[config.mk]
export PLATFORM = sky130hd
export DESIGN_NAME = evm_ballot_ctrl
export DESIGN_NICKNAME = d
export VERILOG_FILES = /design/src/rtl/evm_ballot_ctrl.sv
export SDC_FILE = /design/constraint.sdc
export NUM_CORES = 1
export LEC_CHECK = 0
export ABC_AREA = 0
export CORE_MARGIN = 8
export CORE_UTILIZATION = 45
export DETAILED_ROUTE_END_ITERATION = 7
export PLACE_DENSITY = 0.68
export SLEW_MARGIN = 0
export SYNTH_ARGS = -nofsm -noshare
export SYNTH_HDL_FRONTEND = slang
export SYNTH_SLANG_ARGS = --single-unit
[constraint.sdc]
create_clock -name clk -period 5.39 [get_ports clk]
set_input_delay 1.078 -clock clk [delete_from_list [all_inputs] [get_ports clk]]
set_output_delay 1.078 -clock clk [all_outputs]
set_load 0.005 [all_outputs]
[src/rtl/evm_ballot_ctrl.sv]
// Ballot controller: synchronised buttons/mode, READY/VOTED/TIMEOUT/LOCKED session FSM with a
// tick-based voter timeout, saturating tallies and registered readout with leader/tie detection.
module evm_ballot_ctrl #(
   parameter int  N_CAND       = 4,
   parameter int  CNT_W        = 8,
   parameter int  TICK_DIV     = 33554432,
   parameter int  VOTE_TIMEOUT = 12,
   localparam int SEL_W        = (N_CAND > 2) ? $clog2(N_CAND) : 1,
   localparam int TOT_W        = CNT_W + SEL_W
) (
   input  logic              clk,
   input  logic              rst_n,
   input  logic [N_CAND-1:0] btn,
   input  logic [1:0]        mode,
   output logic [N_CAND-1:0] lamp,
   output logic [2:0]        rgb,
   input  logic [SEL_W-1:0]  rd_sel,
   output logic [CNT_W-1:0]  rd_tally,
   output logic [TOT_W-1:0]  total,
   output logic [CNT_W-1:0]  spoilt,
   output logic [SEL_W-1:0]  leader,
   output logic              tie,
   output logic              results_valid,
   output logic              tick
);
   localparam int               DIV_W    = $clog2(TICK_DIV);
   localparam logic [DIV_W-1:0] DIV_MAX  = DIV_W'(TICK_DIV - 1);
   localparam logic [7:0]       TMO_LAST = 8'(VOTE_TIMEOUT - 1);
   localparam logic [SEL_W:0]   N_LIM    = (SEL_W + 1)'(N_CAND);

   localparam logic [1:0] M_VOTE  = 2'b00;
   localparam logic [1:0] M_LOCK  = 2'b01;
   localparam logic [1:0] M_ARM   = 2'b10;
   localparam logic [1:0] M_CLEAR = 2'b11;

   localparam logic [2:0] RGB_READY = 3'b010;
   localparam logic [2:0] RGB_BUSY  = 3'b100;
   localparam logic [2:0] RGB_TMO   = 3'b001;

   typedef enum logic [1:0] {S_READY, S_VOTED, S_TIMEOUT, S_LOCKED} state_t;

   logic [1:0]        rst_sync_q;
   logic              rst_int_n;
   logic [N_CAND-1:0] btn_s1_q, btn_s2_q, btn_prev_q;
   logic [1:0]        mode_s1_q, mode_s2_q;
   logic [DIV_W-1:0]  div_q;
   logic              tick_q;

   state_t            state_q;
   logic [CNT_W-1:0]  tally_q [N_CAND];
   logic [TOT_W-1:0]  total_q;
   logic [CNT_W-1:0]  spoilt_q;
   logic [7:0]        timer_q;
   logic [N_CAND-1:0] lamp_q;
   logic [2:0]        rgb_q;
   logic              rv_q;

   logic [CNT_W-1:0]  rd_tally_q;
   logic [SEL_W-1:0]  leader_q, leader_d;
   logic              tie_q, tie_d;
   logic [CNT_W-1:0]  max_d;

   logic [N_CAND-1:0] edges;
   logic [SEL_W:0]    n_edges_d;
   logic [SEL_W-1:0]  edge_idx_d;

   // Reset asserts asynchronously but releases on a clock edge.
   always_ff @(posedge clk or negedge rst_n) begin
      if (!rst_n) rst_sync_q <= 2'b00;
      else        rst_sync_q <= {rst_sync_q[0], 1'b1};
   end
   assign rst_int_n = rst_sync_q[1];

   always_ff @(posedge clk or negedge rst_int_n) begin
      if (!rst_int_n) begin
         btn_s1_q   <= '0;
         btn_s2_q   <= '0;
         btn_prev_q <= '0;
         mode_s1_q  <= '0;
         mode_s2_q  <= '0;
      end else begin
         btn_s1_q   <= btn;
         btn_s2_q   <= btn_s1_q;
         btn_prev_q <= btn_s2_q;
         mode_s1_q  <= mode;
         mode_s2_q  <= mode_s1_q;
      end
   end

   always_ff @(posedge clk or negedge rst_int_n) begin
      if (!rst_int_n) begin
         div_q  <= '0;
         tick_q <= 1'b0;
      end else begin
         tick_q <= (div_q == DIV_MAX);
         div_q  <= (div_q == DIV_MAX) ? '0 : div_q + 1'b1;
      end
   end

   assign edges = btn_s2_q & ~btn_prev_q;

   always_comb begin
      n_edges_d  = '0;
      edge_idx_d = '0;
      for (int i = N_CAND - 1; i >= 0; i--) begin
         if (edges[i]) begin
            n_edges_d  = n_edges_d + (SEL_W + 1)'(1);
            edge_idx_d = SEL_W'(i);
         end
      end
   end

   always_ff @(posedge clk or negedge rst_int_n) begin
      if (!rst_int_n) begin
         state_q  <= S_READY;
         total_q  <= '0;
         spoilt_q <= '0;
         timer_q  <= '0;
         lamp_q   <= '0;
         rgb_q    <= RGB_READY;
         rv_q     <= 1'b0;
         for (int i = 0; i < N_CAND; i++) tally_q[i] <= '0;
      end else if (mode_s2_q == M_CLEAR) begin
         state_q  <= S_READY;
         total_q  <= '0;
         spoilt_q <= '0;
         timer_q  <= '0;
         lamp_q   <= '0;
         rgb_q    <= RGB_READY;
         rv_q     <= 1'b0;
         for (int i = 0; i < N_CAND; i++) tally_q[i] <= '0;
      end else if (mode_s2_q == M_LOCK) begin
         state_q <= S_LOCKED;
         rgb_q   <= RGB_BUSY;
         rv_q    <= 1'b1;
      end else begin
         case (state_q)
            S_READY: begin
               if (mode_s2_q == M_VOTE) begin
                  if (n_edges_d == (SEL_W + 1)'(1)) begin
                     if (tally_q[edge_idx_d] != '1) tally_q[edge_idx_d] <= tally_q[edge_idx_d] + 1'b1;
                     if (total_q != '1) total_q <= total_q + 1'b1;
                     lamp_q  <= edges;
                     state_q <= S_VOTED;
                     rgb_q   <= RGB_BUSY;
                  end else if (n_edges_d != '0) begin
                     if (spoilt_q != '1) spoilt_q <= spoilt_q + 1'b1;
                     lamp_q  <= '0;
                     state_q <= S_VOTED;
                     rgb_q   <= RGB_BUSY;
                  end else if (tick_q) begin
                     // A vote in the same cycle as the last tick is handled above and wins.
                     timer_q <= timer_q + 1'b1;
                     if (timer_q == TMO_LAST) begin
                        state_q <= S_TIMEOUT;
                        rgb_q   <= RGB_TMO;
                     end
                  end
               end
            end
            S_VOTED, S_TIMEOUT, S_LOCKED: begin
               if (mode_s2_q == M_ARM) begin
                  state_q <= S_READY;
                  rgb_q   <= RGB_READY;
                  lamp_q  <= '0;
                  timer_q <= '0;
                  rv_q    <= 1'b0;
               end
            end
            default: begin
               state_q <= S_READY;
               rgb_q   <= RGB_READY;
            end
         endcase
      end
   end

   always_comb begin
      max_d    = '0;
      leader_d = '0;
      tie_d    = 1'b0;
      for (int i = 0; i < N_CAND; i++) begin
         if (tally_q[i] > max_d) begin
            max_d    = tally_q[i];
            leader_d = SEL_W'(i);
            tie_d    = 1'b0;
         end else if ((tally_q[i] == max_d) && (max_d != '0)) begin
            tie_d = 1'b1;
         end
      end
   end

   always_ff @(posedge clk or negedge rst_int_n) begin
      if (!rst_int_n) begin
         rd_tally_q <= '0;
         leader_q   <= '0;
         tie_q      <= 1'b0;
      end else begin
         rd_tally_q <= ({1'b0, rd_sel} < N_LIM) ? tally_q[rd_sel] : '0;
         leader_q   <= leader_d;
         tie_q      <= tie_d;
      end
   end

   assign lamp          = lamp_q;
   assign rgb           = rgb_q;
   assign rd_tally      = rd_tally_q;
   assign total         = total_q;
   assign spoilt        = spoilt_q;
   assign leader        = leader_q;
   assign tie           = tie_q;
   assign results_valid = rv_q;
   assign tick          = tick_q;
endmodule

==> parameters.txt, run 1 <==
Parameter                              Value

Die
  Initial cell density of the core ... 46.0%
  Die Outline Area ... 0.0198 mm2
  Core outline area ... around 0.015 mm2
  Die Width ... between 100 and 150 um
  Std-Cell Rows ... 45
  Total I/O pin count ... 48
  Die outline height ... between 100 and 150 um

Yosys
  Fraction of the mapped netlist area in adder cells ... around 6.6%
  Proportion of synthesized area in mux cells ... about 4%
  Syn avg cell area ... between 9 and 10 um2
  EDFF count, synth ... 0
  Seq/Total Area, Yosys ... 43.7%
  Post-synth top area share ... between 40% and 50%
  Warnings, synthesis ... 0
  Number of unique standard cell types used by synthesis ... 63
  Leading register cell type out of synthesis ... sky130_fd_sc_hd__dfrtp_1
  Largest family of logic cells by synthesized area ... simple AND/OR/NAND/NOR gates
  Number of synthesized register bits ... about 120
  Instance count of the mapped netlist ... approximately 740
  Fraction of synthesized cell area in xor and xnor cells ... 4.51%
  Compound-Gate Fraction of Synth Area ... 15.7%
  Netlist area before placement ... roughly 0.0070 mm2
  Simple-gate share of the synthesized area ... between 20% and 30%
  Async set-or-reset flop fraction in the synthesized netlist ... 100%
  Dominant cells by area after synthesis ... sky130_fd_sc_hd__dfrtp_1, sky130_fd_sc_hd__ha_1, sky130_fd_sc_hd__nand2_1, sky130_fd_sc_hd__a21oi_1, sky130_fd_sc_hd__nor2_1
  Net count after synthesis ... about 780
  Largest area contributor in the netlist ... sky130_fd_sc_hd__dfrtp_1

CTS
  Max Root-Sink Buffers ... 2
  Root buf cell ... sky130_fd_sc_hd__clkbuf_16
  Quantity of hold-fixing buffers added after cts ... 0
  H-tree depth reported by CTS ... 4
  Postcts setup bufs ... 0
  Clock buffers created by TritonCTS ... 17
  Number of gates resized after cts ... 0
  Clock transition time at the flip-flop clock pins of the worst setup and hold paths ... around 0.05 ns
  Insertion delay of the later-clocked pin in the worst-skew pair ... between 0.4 and 0.5 ns
  Number of clock sinks seen by CTS ... between 100 and 150
  CTS tree ... done

Timing
  Actual slew at the worst max-slew pin ... between 0.8 and 0.9 ns
  Post-layout min period ... 4.99 ns
  RSZ-0062 raised after global routing ... no
  Period Utilization, post-route ... between 90 and 100%
  Final count of hold timing violations ... 0
  Remaining max-slew budget at the tightest pin ... between 40% and 50%
  Endpoints failing setup ... 0
  Max-slew violation count ... 0
  Fin Clk Skew ... roughly 0.0079 ns
  Achievable Freq ... around 0.2 GHz
  Total negative slack ... 0 ns

Detailed routing
  Vias per cell ... 5.88
  Drt total wl ... about 18,000 um
  Final ANT Viol Nets ... 0
  WL per Instance ... approximately 18 um
  Starting DRC count in detailed routing ... approximately 450
  Final routed DRC violation total ... 0
  Number of search-and-repair iterations in the first detailed-routing pass ... 7
  Vias after detailed routing ... 5,780

Setup path
  Kind of start point of the critical path ... flip-flop
  Worst Setup Path Type ... flip-flop to flip-flop
  Critical path capture point type ... flip-flop
  Data required time of the critical path ... 5.69 ns
  Number of buffers and inverters on the critical path ... 1
  Series of cell instances along the critical path ... inv_1 -> ha_1 -> nand4_1 -> nor2_1 -> a211o_2 -> and2_2 -> o21a_1 -> ha_1 -> nand4_1 -> or2_2 -> nand2_1 -> and2_2 -> mux2_2 -> ha_1 -> a21oi_1 -> o21ai_0 -> a211oi_1 -> or3_1 -> a32o_1
  First element of the critical path ... tally_q[28]
  Largest fanout of any net on the critical path ... 13
  Logic depth of the worst register-to-register path ... 19
  CP max-delay cell ... sky130_fd_sc_hd__dfrtp_1
  Reg-to-reg critical path startpoint ... tally_q[28]
  Critical path depth in cells ... 19
  Top delay family on crit path ... simple AND/OR/NAND/NOR gates
  CP max stage delay ... roughly 0.48 ns
  Worst-case register-to-register setup slack ... about 0.40 ns
  Most repeated library cell on the critical path ... sky130_fd_sc_hd__ha_1
  R2R Path End ... tie
  CP endpoint ... tie
  CP Data Arrival Time ... 5.29 ns

Finish
  Most common cell after layout, fill and taps aside ... sky130_fd_sc_hd__dfrtp_1
  Final standard cell utilization of the core ... between 50% and 60%
  Antenna fix cells ... 0
  Final instance count without filler cells ... roughly 980
  Final nets ... 830
  Synthesis-to-finish area growth ... 17.7%
  Share of post-route cells with drive strength above 1 ... under 10%
  Top library cells by usage in the layout, fill and taps aside ... sky130_fd_sc_hd__dfrtp_1, sky130_fd_sc_hd__nand2_1, sky130_fd_sc_hd__nor2_1
  Post-route design area ... roughly 0.0082 mm2

Power and ir drop
  Power per standard cell area ... about 530 mW/mm2
  Pleak ... between 3 and 4 nW
  Worst vdd rail ir drop ... approximately 280 uV

GRT
  Pin count of the biggest net entering global routing ... 63
  Antenna violations before repair ... 0
  Residual overflow from global routing ... 0
  Vias in the first global route ... 5,876
  Total routing usage reported by global routing ... a little under a fifth
  First-pass GRT wire length ... 29,900 um

Outcome
  Status ... finished clean

Flow run
  Max-cap check violation count ... 0

Hold path
  Worst hold path class ... flip-flop to flip-flop

Placement
  Final HPWL from detailed placement ... between 10,000 and 15,000 um
  IO Port Bufs ... 47
  Cell count after placement ... roughly 950
  Final estimated routing congestion in global placement ... about 0.9
  Area of placed instances ... around 0.0076 mm2
-- registers in the layout, indices dropped and copies added, names as in the netlist --
register,cells
btn_prev_q,4
btn_s1_q,4
btn_s2_q,4
div_q,25
lamp,4
leader,2
mode_s1_q,2
mode_s2_q,2
rd_tally,8
results_valid,1
rgb,2
rst_sync_q,2
spoilt,8
state_q,2
tally_q,32
tick,1
tie,1
timer_q,8
total,10
-- worst register-to-register path: stages, from the launching register on --
cell,delay [ns]
sky130_fd_sc_hd__dfrtp_1,0.48
sky130_fd_sc_hd__inv_1,0.10
sky130_fd_sc_hd__ha_1,0.28
sky130_fd_sc_hd__nand4_1,0.17
sky130_fd_sc_hd__nor2_1,0.10
sky130_fd_sc_hd__a211o_2,0.37
sky130_fd_sc_hd__and2_2,0.28
sky130_fd_sc_hd__o21a_1,0.19
sky130_fd_sc_hd__ha_1,0.29
sky130_fd_sc_hd__nand4_1,0.14
sky130_fd_sc_hd__or2_2,0.34
sky130_fd_sc_hd__nand2_1,0.13
sky130_fd_sc_hd__and2_2,0.32
sky130_fd_sc_hd__mux2_2,0.39
sky130_fd_sc_hd__ha_1,0.31
sky130_fd_sc_hd__a21oi_1,0.07
sky130_fd_sc_hd__o21ai_0,0.15
sky130_fd_sc_hd__a211oi_1,0.09
sky130_fd_sc_hd__or3_1,0.41
sky130_fd_sc_hd__a32o_1,0.26
-- synth_stat cells, types with 3 or more instances --
cell type / instances
sky130_fd_sc_hd__a211oi_1: 4
sky130_fd_sc_hd__a211oi_2: 4
sky130_fd_sc_hd__a21o_1: 10
sky130_fd_sc_hd__a21oi_1: 44
sky130_fd_sc_hd__a221o_1: 6
sky130_fd_sc_hd__a31oi_1: 4
sky130_fd_sc_hd__and2_1: 9
sky130_fd_sc_hd__and3_1: 12
sky130_fd_sc_hd__buf_2: 6
sky130_fd_sc_hd__buf_4: 4
sky130_fd_sc_hd__clkbuf_1: 21
sky130_fd_sc_hd__dfrtp_1: 121
sky130_fd_sc_hd__ha_1: 37
sky130_fd_sc_hd__inv_1: 34
sky130_fd_sc_hd__mux2_2: 4
sky130_fd_sc_hd__mux2i_1: 6
sky130_fd_sc_hd__mux4_2: 8
sky130_fd_sc_hd__nand2_1: 63
sky130_fd_sc_hd__nand2b_1: 15
sky130_fd_sc_hd__nand3_1: 30
sky130_fd_sc_hd__nand3b_1: 7
sky130_fd_sc_hd__nand4_1: 16
sky130_fd_sc_hd__nor2_1: 57
sky130_fd_sc_hd__nor2b_1: 9
sky130_fd_sc_hd__nor3_1: 27
sky130_fd_sc_hd__nor3b_1: 8
sky130_fd_sc_hd__nor4_1: 6
sky130_fd_sc_hd__nor4b_1: 3
sky130_fd_sc_hd__o211ai_1: 4
sky130_fd_sc_hd__o21a_1: 5
sky130_fd_sc_hd__o21ai_0: 27
sky130_fd_sc_hd__o21ai_1: 18
sky130_fd_sc_hd__o22ai_1: 8
sky130_fd_sc_hd__o311ai_1: 9
sky130_fd_sc_hd__o31ai_1: 9
sky130_fd_sc_hd__or2_2: 5
sky130_fd_sc_hd__or3_1: 9
sky130_fd_sc_hd__xnor2_1: 16
sky130_fd_sc_hd__xor2_1: 20
-- metrics by stage --
stage	hold WS [ns]	total power, mW	worst slack, ns
floorplan	0.331	2.64	0.784
global route	0.354	4.66	0.0281
finish	0.346	4.33	0.398
global placement	0.333	3.14	0.330
CTS	0.347	4.34	0.118
detailed placement	0.335	3.21	0.173
-- worst min-delay path by stage --
stage,from,to,slack (ns),cells after the start
CTS,btn_s1_q[3],btn_s2_q[3],0.35,0
global placement,btn_s1_q[2],btn_s2_q[2],0.33,0
finish,mode_s1_q[0],mode_s2_q[0],0.35,0
global route,btn_s1_q[3],btn_s2_q[3],0.35,0
detailed placement,btn_s1_q[3],btn_s2_q[3],0.33,0
floorplan,btn_s1_q[0],btn_s2_q[0],0.33,0
-- power breakdown --
part | switching, mW | internal [mW] | total (mW)
clock network | 0.410 | 0.701 | 1.11
logic | 1.10 | 0.911 | 2.01
registers | 0.159 | 1.05 | 1.21
-- cell families after synthesis --
kind of cell,after synthesis
AOI/OAI and AO/OA,168
xor gates and xnor gates,36
adders and majority gates,37
buffers and inverters,69
DFF,122
muxes,18
other,1
and+or+nand+nor,285
-- layout make-up --
class | instances | area (um2)
clock buffers | 21 | 460
flip-flops and latches | 122 | 3060
clock inverters | 10 | 118
repair buffers | 63 | 591
multi-input cells | 545 | 3640
well taps | 188 | 235
fillers | 1323 | 6970
inverters | 34 | 128
-- layer usage --
metal	GRT usage [%]	vias up	share of wire (%)
met5	0	-	0
met2	30.2	191	49
met1	23.9	2817	43
met4	6.56	0	2.0
met3	4.46	37	6.0
li1	-	2735	-
Power figures use the tool's default switching activity.
==> run 2, diff against run 1 <==
- CTS_CLUSTER_DIAMETER: default -> 80
==> results of run 2 <==
No change in the layout: final DEF, timing and power equal those of run 1.
==> run 3, diff against run 2 <==
- CORE_UTILIZATION: 45 -> 29
- MAX_ROUTING_LAYER: default -> met4
- PLACE_DENSITY: 0.68 -> 0.41
==> parameters.txt, run 3 (synthesis gave the netlist of run 1 again) <==
Parameter                              Value

Finish
  Share of post-route cells with drive strength above 1 ... 10.9%
  Register name with the most flops ... tally_q
  Top library cells by usage in the layout, fill and taps aside ... sky130_fd_sc_hd__dfrtp_1, sky130_fd_sc_hd__nand2_1, sky130_fd_sc_hd__nor2_1
  Synthesis-to-finish area growth ... 20.9%
  Final nets ... between 800 and 900
  Number of flip-flops in the largest register ... 32
  Antenna fix cells ... 0
  Most common cell after layout, fill and taps aside ... sky130_fd_sc_hd__dfrtp_1

CTS
  Max Root-Sink Buffers ... 2
  Quantity of hold-fixing buffers added after cts ... 0
  Clock buffers created by TritonCTS ... 17
  CTS tree ... done
  H-tree depth reported by CTS ... 4
  Insertion delay of the later-clocked pin in the worst-skew pair ... 0.42 ns
  Clock transition time at the flip-flop clock pins of the worst setup and hold paths ... ~0.060 ns
  Number of clock sinks seen by CTS ... ~120
  Root buf cell ... sky130_fd_sc_hd__clkbuf_16

Power and ir drop
  Worst vdd rail ir drop ... ~250 uV
  Pleak ... approximately 3.6 nW
  Power per standard cell area ... between 500 and 600 mW/mm2

Timing
  Final count of hold timing violations ... 0
  Max-slew violation count ... 0
  Remaining max-slew budget at the tightest pin ... about 35%
  Achievable Freq ... 0.203 GHz
  Fin Clk Skew ... 0.00646 ns
  RSZ-0062 raised after global routing ... no
  Total negative slack ... 0 ns
  Period Utilization, post-route ... about nine tenths
  Endpoints failing setup ... 0
  Actual slew at the worst max-slew pin ... 0.966 ns
  Post-route worst setup slack ... approximately 0.46 ns
  Post-layout min period ... between 4 and 5 ns

Die
  Core outline area ... roughly 0.024 mm2
  Total I/O pin count ... between 40 and 50
  Initial cell density of the core ... 29.2%
  Std-Cell Rows ... 57
  Die outline height ... 171 um
  Die Width ... 171 um
  Die Outline Area ... between 0.02 and 0.03 mm2

Setup path
  Critical path capture point type ... flip-flop
  R2R Path End ... tie
  Worst-case register-to-register setup slack ... ~0.46 ns
  Most repeated library cell on the critical path ... sky130_fd_sc_hd__ha_1
  Reg-to-reg critical path startpoint ... tally_q[25]
  CP Data Arrival Time ... roughly 5.2 ns
  Series of cell instances along the critical path ... inv_1 -> ha_1 -> nor2b_1 -> o211ai_1 -> a211o_2 -> a21bo_2 -> and2_1 -> ha_1 -> nor2b_1 -> o211a_1 -> o21ai_1 -> and2_2 -> mux2_2 -> ha_1 -> a21oi_1 -> o21ai_0 -> a211oi_1 -> or3_1 -> a32o_1
  Worst Setup Path Type ... flip-flop to flip-flop
  Logic depth of the worst register-to-register path ... 19
  CP max-delay cell ... sky130_fd_sc_hd__dfrtp_1
  CP max stage delay ... between 0.4 and 0.5 ns
  Data required time of the critical path ... between 5 and 6 ns
  Kind of start point of the critical path ... flip-flop
  Largest fanout of any net on the critical path ... 13

Outcome
  Status ... finished clean

GRT
  Vias in the first global route ... just over 6,000
  Residual overflow from global routing ... 0
  First-pass GRT wire length ... 32,700 um
  Total routing usage reported by global routing ... about 15%
  Pin count of the biggest net entering global routing ... between 70 and 80
  Antenna violations before repair ... 0

Hold path
  Worst hold path class ... flip-flop to flip-flop
  Worst Min Path Start ... btn_s1_q[0]
  Number of cells traversed by the worst hold path ... 0
  Hold Crit Endpoint ... btn_s2_q[0]

Detailed routing
  Vias per cell ... roughly 5.1
  Starting DRC count in detailed routing ... around 350
  Final ANT Viol Nets ... 0
  WL per Instance ... 17.6 um
  Number of search-and-repair iterations in the first detailed-routing pass ... 6
  Drt total wl ... 19,800 um
  Final routed DRC violation total ... 0
  Vias after detailed routing ... between 5,000 and 6,000

Placement
  Final estimated routing congestion in global placement ... 0.895
  Placement-stage worst setup slack ... around 0.11 ns
  IO Port Bufs ... 47
  Final HPWL from detailed placement ... between 10,000 and 15,000 um

Flow run
  Max-cap check violation count ... 0
==> run 3: cell count changes in the layout (fill, tap and decap cells not counted), sizes merged <==
cell	before	now
buf	16	21
clkbuf	21	17
clkinv	3	7
clkinvlp	4	5
==> run 3: critical path: cells and delay by family, from the launching register on <==
kind / cells / cell delay, ns
AOI/OAI and AO/OA: 9 / 1.82
and+or+nand+nor: 5 / 1.20
adders and majority gates: 3 / 0.89
DFF: 1 / 0.42
muxes: 1 / 0.39
buffers and inverters: 1 / 0.11
==> run 3: metal layers <==
metal	part of all wire, %	GRT usage [%]	wire (um)	vias up
met5	0	-	0	-
met4	2.0	4.99	387	0
met3	3.2	2.52	625	22
met2	48	23.6	9550	104
met1	47	18.2	9220	2836
li1	-	-	-	2761
==> run 3: worst max path at each step <==
stage | from | endpoint | slack, ns | depth (start not counted)
floorplan | tally_q[25] | tie | 0.78 | 21
global placement | tally_q[31] | tie | 0.28 | 18
detailed placement | tally_q[31] | tie | 0.11 | 18
CTS | tally_q[31] | tie | 0.09 | 18
global route | tally_q[31] | tie | 0.06 | 23
finish | tally_q[25] | tie | 0.46 | 19
==> run 3: power by group <==
| group | leakage, nW | internal, mW | total, mW | switching, mW |
|---|---|---|---|---|
| Clock | 0.271 | 0.679 | 1.12 | 0.442 |
| Sequential | 1.43 | 1.05 | 1.19 | 0.141 |
| Combinational | 1.91 | 0.932 | 2.07 | 1.14 |
==> run 3: through the flow <==
step | hold slack (ns) | power [mW] | utilization, % | area [um2] | instances
6_report | 0.344 | 4.38 | 35.3 | 8450 | 1125
5_1_grt | 0.352 | 4.78 | 35.3 | 8450 | 1125
4_1_cts | 0.349 | 4.41 | 35.2 | 8440 | 1125
3_5_place_dp | 0.336 | 3.27 | 32.8 | 7870 | 1093
3_3_place_gp | 0.333 | 3.24 | 32.8 | 7870 | 1093
2_1_floorplan | 0.331 | 2.64 | - | 6990 | 736
==> run 3: timing repair <==
item / CTS / global route
buffers inserted: 0 / 0
resized for setup: 0 / 4
hold endpoints to repair: 0 / 0
endpoints found under the setup margin: 0 / 3
==> run 3: layout make-up <==
cell class                      instances  area [um2]
Timing Repair Buffer                   68         641
Fill cell                            2502       15500
Sequential cell                       122        3060
Inverter                               34         128
Clock inverter                         15         153
Tap cell                              324         405
Multi-Input combinational cell        545        3640
Clock buffer                           17         425
